### config.mk
export PLATFORM = sky130hd
export DESIGN_NAME = alarm_controller
export DESIGN_NICKNAME = d
export VERILOG_FILES = /design/src/rtl/alarm_pkg.sv /design/src/rtl/countdown_timer.sv /design/src/rtl/alarm_controller.sv
export SDC_FILE = /design/constraint.sdc
export NUM_CORES = 1
export LEC_CHECK = 0
export ABC_CLOCK_PERIOD_IN_PS = 2000
export BUFFER_PORTS_ARGS = -buffer_cell sky130_fd_sc_hd__buf_2
export CORE_ASPECT_RATIO = 1.1
export CORE_UTILIZATION = 47
export DETAILED_ROUTE_END_ITERATION = 8
export GPL_TIMING_DRIVEN = 0
export HOLD_SLACK_MARGIN = 0.15
export PLACE_DENSITY = 0.75
export SLEW_MARGIN = 25
export SYNTH_ARGS = -nofsm -noshare
export SYNTH_HDL_FRONTEND = slang
export SYNTH_HIERARCHICAL = 1
export SYNTH_SLANG_ARGS = --single-unit
### constraint.sdc
create_clock -name i_Clk -period 2 [get_ports i_Clk]
set_input_delay 0.2 -clock i_Clk [delete_from_list [all_inputs] [get_ports i_Clk]]
set_output_delay 0.2 -clock i_Clk [all_outputs]
set_load 0.005 [all_outputs]
### src/rtl/alarm_pkg.sv
// Shared alarm definitions: state encoding, time-field widths, small helpers.
// Latency: none (definitions only).
// Backpressure: none.
package alarm_pkg;

    // Time-of-day field widths, shared with the timekeeping and alarm-set blocks
    localparam int HOUR_W = 5;
    localparam int MIN_W  = 6;

    // Alarm controller state encoding
    localparam int STATE_W = 2;
    typedef logic [STATE_W-1:0] alarm_state_t;

    localparam alarm_state_t IDLE    = 2'd0;
    localparam alarm_state_t RINGING = 2'd1;
    localparam alarm_state_t SNOOZED = 2'd2;

    // Larger of two integers, used to size the shared countdown
    function automatic int max_int(input int a, input int b);
        return (a > b) ? a : b;
    endfunction

endpackage

### src/rtl/countdown_timer.sv
// Loadable down-counter advanced by a tick enable, flags the tick that lands on 1.
// Latency: load/decrement visible next cycle; o_Expire is combinational from the tick.
// Backpressure: none; load and tick are accepted every cycle, load wins over tick.
module countdown_timer #(
    parameter int WIDTH = 4
) (
    input  logic             i_Clk,
    input  logic             i_Rst,
    input  logic             i_Load,
    input  logic [WIDTH-1:0] i_Load_Value,
    input  logic             i_Tick,
    output logic             o_Expire
);

    logic [WIDTH-1:0] count;

    // Expiry is the tick that consumes the final remaining unit
    assign o_Expire = i_Tick && (count == WIDTH'(1));

    // Load has priority; decrement saturates at zero so the count never wraps
    always_ff @(posedge i_Clk or posedge i_Rst) begin
        if (i_Rst) begin
            count <= '0;
        end else if (i_Load) begin
            count <= i_Load_Value;
        end else if (i_Tick && (count != '0)) begin
            count <= count - WIDTH'(1);
        end
    end

endmodule

### src/rtl/alarm_controller.sv
// Alarm sequencer: edge-detects the alarm-time match, then rings / snoozes / times out.
// Latency: one cycle from trigger, snooze, dismiss or final tick to the registered outputs.
// Backpressure: none; all control pulses are single-cycle and are consumed when seen.
module alarm_controller
    import alarm_pkg::*;
#(
    parameter int SNOOZE_SECONDS       = 540,
    parameter int RING_TIMEOUT_SECONDS = 300,
    parameter int MAX_SNOOZES          = 3
) (
    input  logic              i_Clk,
    input  logic              i_Rst,
    input  logic              i_Sec_Tick,
    input  logic [HOUR_W-1:0] i_Hour,
    input  logic [MIN_W-1:0]  i_Minute,
    input  logic [HOUR_W-1:0] i_Alarm_Hour,
    input  logic [MIN_W-1:0]  i_Alarm_Minute,
    input  logic              i_Alarm_Enable,
    input  logic              i_Snooze,
    input  logic              i_Dismiss,
    output logic              o_Alarm_On,
    output logic              o_Snoozed,
    output logic [2:0]        o_Snooze_Count
);

    // One counter covers both intervals because RINGING and SNOOZED never overlap
    localparam int CNT_W = $clog2(max_int(SNOOZE_SECONDS, RING_TIMEOUT_SECONDS) + 1);

    localparam logic [CNT_W-1:0] RING_LOAD   = CNT_W'(RING_TIMEOUT_SECONDS);
    localparam logic [CNT_W-1:0] SNOOZE_LOAD = CNT_W'(SNOOZE_SECONDS);
    localparam logic [2:0]       SNOOZE_MAX  = 3'(MAX_SNOOZES);

    logic match_now;
    logic match_q;
    logic trigger;

    alarm_state_t state;
    alarm_state_t next_state;

    logic             cnt_load;
    logic [CNT_W-1:0] cnt_load_value;
    logic             cnt_tick;
    logic             cnt_expire;

    logic       snooze_clear;
    logic       snooze_inc;
    logic       alarm_on_d;
    logic       snoozed_d;
    logic [2:0] snooze_count_d;

    // A trigger is the first cycle of a match, so one matching minute rings once.
    // Enabling part-way through a match sees no edge and stays quiet.
    assign match_now = (i_Hour == i_Alarm_Hour) && (i_Minute == i_Alarm_Minute);
    assign trigger   = match_now && !match_q && i_Alarm_Enable;

    // Countdown only runs while an alarm event is in progress
    assign cnt_tick = i_Sec_Tick && ((state == RINGING) || (state == SNOOZED));

    // Match history; reset high so releasing reset during a matching minute stays silent
    always_ff @(posedge i_Clk or posedge i_Rst) begin
        if (i_Rst) begin
            match_q <= 1'b1;
        end else begin
            match_q <= match_now;
        end
    end

    countdown_timer #(
        .WIDTH (CNT_W)
    ) u_countdown (
        .i_Clk        (i_Clk),
        .i_Rst        (i_Rst),
        .i_Load       (cnt_load),
        .i_Load_Value (cnt_load_value),
        .i_Tick       (cnt_tick),
        .o_Expire     (cnt_expire)
    );

    // State, snooze count and registered outputs
    always_ff @(posedge i_Clk or posedge i_Rst) begin
        if (i_Rst) begin
            state          <= IDLE;
            o_Alarm_On     <= 1'b0;
            o_Snoozed      <= 1'b0;
            o_Snooze_Count <= 3'd0;
        end else begin
            state          <= next_state;
            o_Alarm_On     <= alarm_on_d;
            o_Snoozed      <= snoozed_d;
            o_Snooze_Count <= snooze_count_d;
        end
    end

    // Next state and countdown control; event priority is
    // enable-low, dismiss, snooze, expiry, trigger
    always_comb begin
        next_state     = state;
        cnt_load       = 1'b0;
        cnt_load_value = RING_LOAD;
        snooze_clear   = 1'b0;
        snooze_inc     = 1'b0;

        if (!i_Alarm_Enable) begin
            next_state = IDLE;
        end else begin
            case (state)
                IDLE: begin
                    if (trigger) begin
                        next_state     = RINGING;
                        cnt_load       = 1'b1;
                        cnt_load_value = RING_LOAD;
                        snooze_clear   = 1'b1;
                    end
                end
                RINGING: begin
                    if (i_Dismiss) begin
                        next_state = IDLE;
                    end else if (i_Snooze && (o_Snooze_Count < SNOOZE_MAX)) begin
                        next_state     = SNOOZED;
                        cnt_load       = 1'b1;
                        cnt_load_value = SNOOZE_LOAD;
                        snooze_inc     = 1'b1;
                    end else if (cnt_expire) begin
                        next_state = IDLE;
                    end
                end
                SNOOZED: begin
                    // Snooze presses and fresh triggers are deliberately ignored here
                    if (i_Dismiss) begin
                        next_state = IDLE;
                    end else if (cnt_expire) begin
                        next_state     = RINGING;
                        cnt_load       = 1'b1;
                        cnt_load_value = RING_LOAD;
                    end
                end
                default: begin
                    next_state = IDLE;
                end
            endcase
        end
    end

    // Output decode from the next state so the registered outputs track the state register
    always_comb begin
        alarm_on_d     = (next_state == RINGING);
        snoozed_d      = (next_state == SNOOZED);
        snooze_count_d = o_Snooze_Count;
        if (snooze_clear) begin
            snooze_count_d = 3'd0;
        end else if (snooze_inc) begin
            snooze_count_d = o_Snooze_Count + 3'd1;
        end
    end

endmodule

==> impl_metrics.ini <==
[global_routing]
grt_max_degree = 11
first_global_vias = 1179
groute.usage.overall_pct = 22.0
grt_overflow = 0
antenna_found_initial = 0
grt_first_pass_wirelength_um = 4910

[detailed_routing]
viasPerCell = 5.36
num_vias = 1233
drc = 0
wl_per_cell_um = 12.6
drt-pass1-iter-count = 4
totalWireLength_um = 2910
drtIter0Drc = 14
final_antenna_net_count = 0

[clocking]
cts-root-buf = clkbuf_4
cts.clk_slew.worst_paths_ns = 0.12
cts_max_level = 1
cts_made_buffers = 3
cts.sinks = 18
tritoncts = built
cts_buffer_depth = 2
clkLatencyLatePin_ns = 0.30

[place]
port_buffers = 32
pre_cts_slack_ns = -0.336
dp_hpwl_um = 2140
gp_congestion = 0.908

[sta]
finalSetupViolCount = 0
fin_setup_tns_ns = 0
timing.final.crit_share_pct = 97.6
report.final.slew_viol_count = 0
fmax_ghz = 0.512
clock_skew_ns = 0.0127
worst_slack_ns = 0.0479
hold_viol = 0
rsz0062_at_grt = true
min_period_ns = 1.95

[synthesis]
synth_cells = 141
synth_commonest_cells = dfrtp_1 (17), xnor2_1 (15), nand2_1 (13), inv_1 (9), nor2_1 (9)
yosys_warnings = 6
yosysMostFrequentCell = dfrtp_1
async_flop_share_pct = 100
synth_top_area_share_pct = 33.3
avgSynthCellArea_sq_um = 9.07
netlist_area_sq_um = 1280
synth_edf_count = 0
ys.flop_type = dfrtp_1
yosys.area.top_type = dfrtp_1
seq_area_frac_synth_pct = 35.3
synth-seq-cells = 18
yosys-top-cells-area = dfrtp_1 (33%), xnor2_1 (10%), ha_1 (6.8%)
yosysUniqueCellTypes = 43

[final_layout]
nNetsFinal = 235
drive_gt1_share_pct = 36.7
antenna_cells = 0
syn_to_final_growth_pct = 35.7

[worst_setup_path]
worst_setup_path_end_kind = flop
required_ns = 2.20
regToRegSetupSlack_ns = 0.05
crit_fanout = 8
ff2ff_path_depth = 11
crit_path_start = state[0]
worstPathArrival_ns = 2.15
critPathLaunchType = flop
path_class = flop to flop
timing.rr.end = u_countdown/count[1]
critical_path.endpoint = u_countdown/count[1]
rr_startpoint = state[0]

[pwr]
p_leak_nw = 0.833
vdd_ir_drop_max_mv = 0.250
power.total_w = 0.000693
pwr_density_cell_nw_per_um2 = 399

[status]
outcome = finished clean

[floorplan]
io_pins = 33
die_w_um = 51.7
die_area_sq_um = 2930
core_sq_um = 2540
rows = 19
initial_core_util_pct = 50.3
die_h_um = 56.7

[min_path]
min_path_type = primary input to flop

[run]
drv_cap = 0
stage by stage:
step / util, % / hold WS [ns] / instances / area (sq um)
3_3_place_gp: 58.8 / 0.166 / 208 / 1500
6_report: 68.2 / 0.279 / 230 / 1740
2_1_floorplan: - / 0.0149 / 145 / 1300
4_1_cts: 64.6 / 0.272 / 224 / 1640
3_5_place_dp: 58.8 / 0.168 / 208 / 1500
5_1_grt: 68.2 / 0.309 / 230 / 1740
placed cells by master, fill, tap and decap left out, types with 2 or more instances in the layout:
| cell | count |
|---|---|
| a31oi_1 | 3 |
| xnor2_1 | 15 |
| buf_4 | 17 |
| a21oi_1 | 6 |
| or4_1 | 2 |
| o211ai_1 | 2 |
| nand3_1 | 2 |
| o21a_1 | 3 |
| dfrtp_1 | 15 |
| dfrtp_2 | 2 |
| nor2b_1 | 5 |
| conb_1 | 6 |
| inv_1 | 6 |
| ha_1 | 6 |
| o21ai_1 | 6 |
| or3_1 | 2 |
| o21ai_0 | 4 |
| nor2_1 | 8 |
| buf_2 | 32 |
| dlygate4sd3_1 | 2 |
| inv_2 | 3 |
| nand2_1 | 13 |
| clkbuf_4 | 3 |
| mux2i_1 | 3 |
| nand4_1 | 2 |
| nand4b_1 | 2 |
registers in the layout, indices dropped and copies added, names as in the netlist:
signal and flops:
u_countdown/count 10, o_Snooze_Count 3, state 2, match_q 1, o_Alarm_On 1, o_Snoozed 1
per-layer routing:
layer	GRT usage, %	vias to the layer above	routed length, um
met5	0	-	0
met4	5.79	0	13
met3	2.44	2	118
met2	42.3	37	1550
met1	24.5	580	1230
li1	-	614	-
power by group:
group | switching (W) | internal [W] | total, W
clock | 0.000119 | 0.000111 | 0.000230
sequential | 0.00000485 | 0.000367 | 0.000372
combinational | 0.0000422 | 0.0000485 | 0.0000907
cell type report:
cell class	instances	area (sq um)
fill	216	808
inverter	10	40.0
clock buffer	4	36.3
sequential	18	454
buffer	1	7.51
multi-input combinational	115	847
tap	31	38.8
timing repair buffer	51	312
worst min-delay path by stage:
stage,startpoint,to,cells past startpoint
after floorplan,i_Rst,o_Alarm_On,1
after global placement,i_Rst,o_Snooze_Count[0],2
after detailed placement,i_Rst,o_Snooze_Count[0],2
after CTS,i_Dismiss,state[1],3
after global routing,i_Dismiss,state[1],3
final,i_Dismiss,state[1],3
worst max-delay path, stage by stage (launching register included):
cell     delay [ns]
dfrtp_1        0.40
inv_2          0.07
ha_4           0.25
and2_4         0.13
nand3_2        0.07
nor2_2         0.12
nand2_1        0.09
a21oi_2        0.15
o21a_1         0.15
buf_6          0.11
inv_4          0.05
mux2_2         0.26
what timing repair did:
item / CTS / global route
gates resized for setup: 7 / 13
hold endpoints to repair: 19 / 0
hold buffers: 2 / 0
setup buffers: 10 / 7
pin swaps: 5 / 8
endpoints found under the setup margin: 14 / 13
logic make-up (layout without fill, tap and decap cells):
family	Yosys count	after routing	share of synthesized area, %
and+or+nand+nor	49	49	23.0
AOI/OAI and AO/OA	34	34	16.9
DFF	18	18	35.3
xor gates and xnor gates	15	15	10.3
buffers and inverters	12	66	3.82
adders and majority gates	7	7	6.85
muxes	4	4	3.23
other	2	6	0.587
Power figures use the tool's default switching activity.
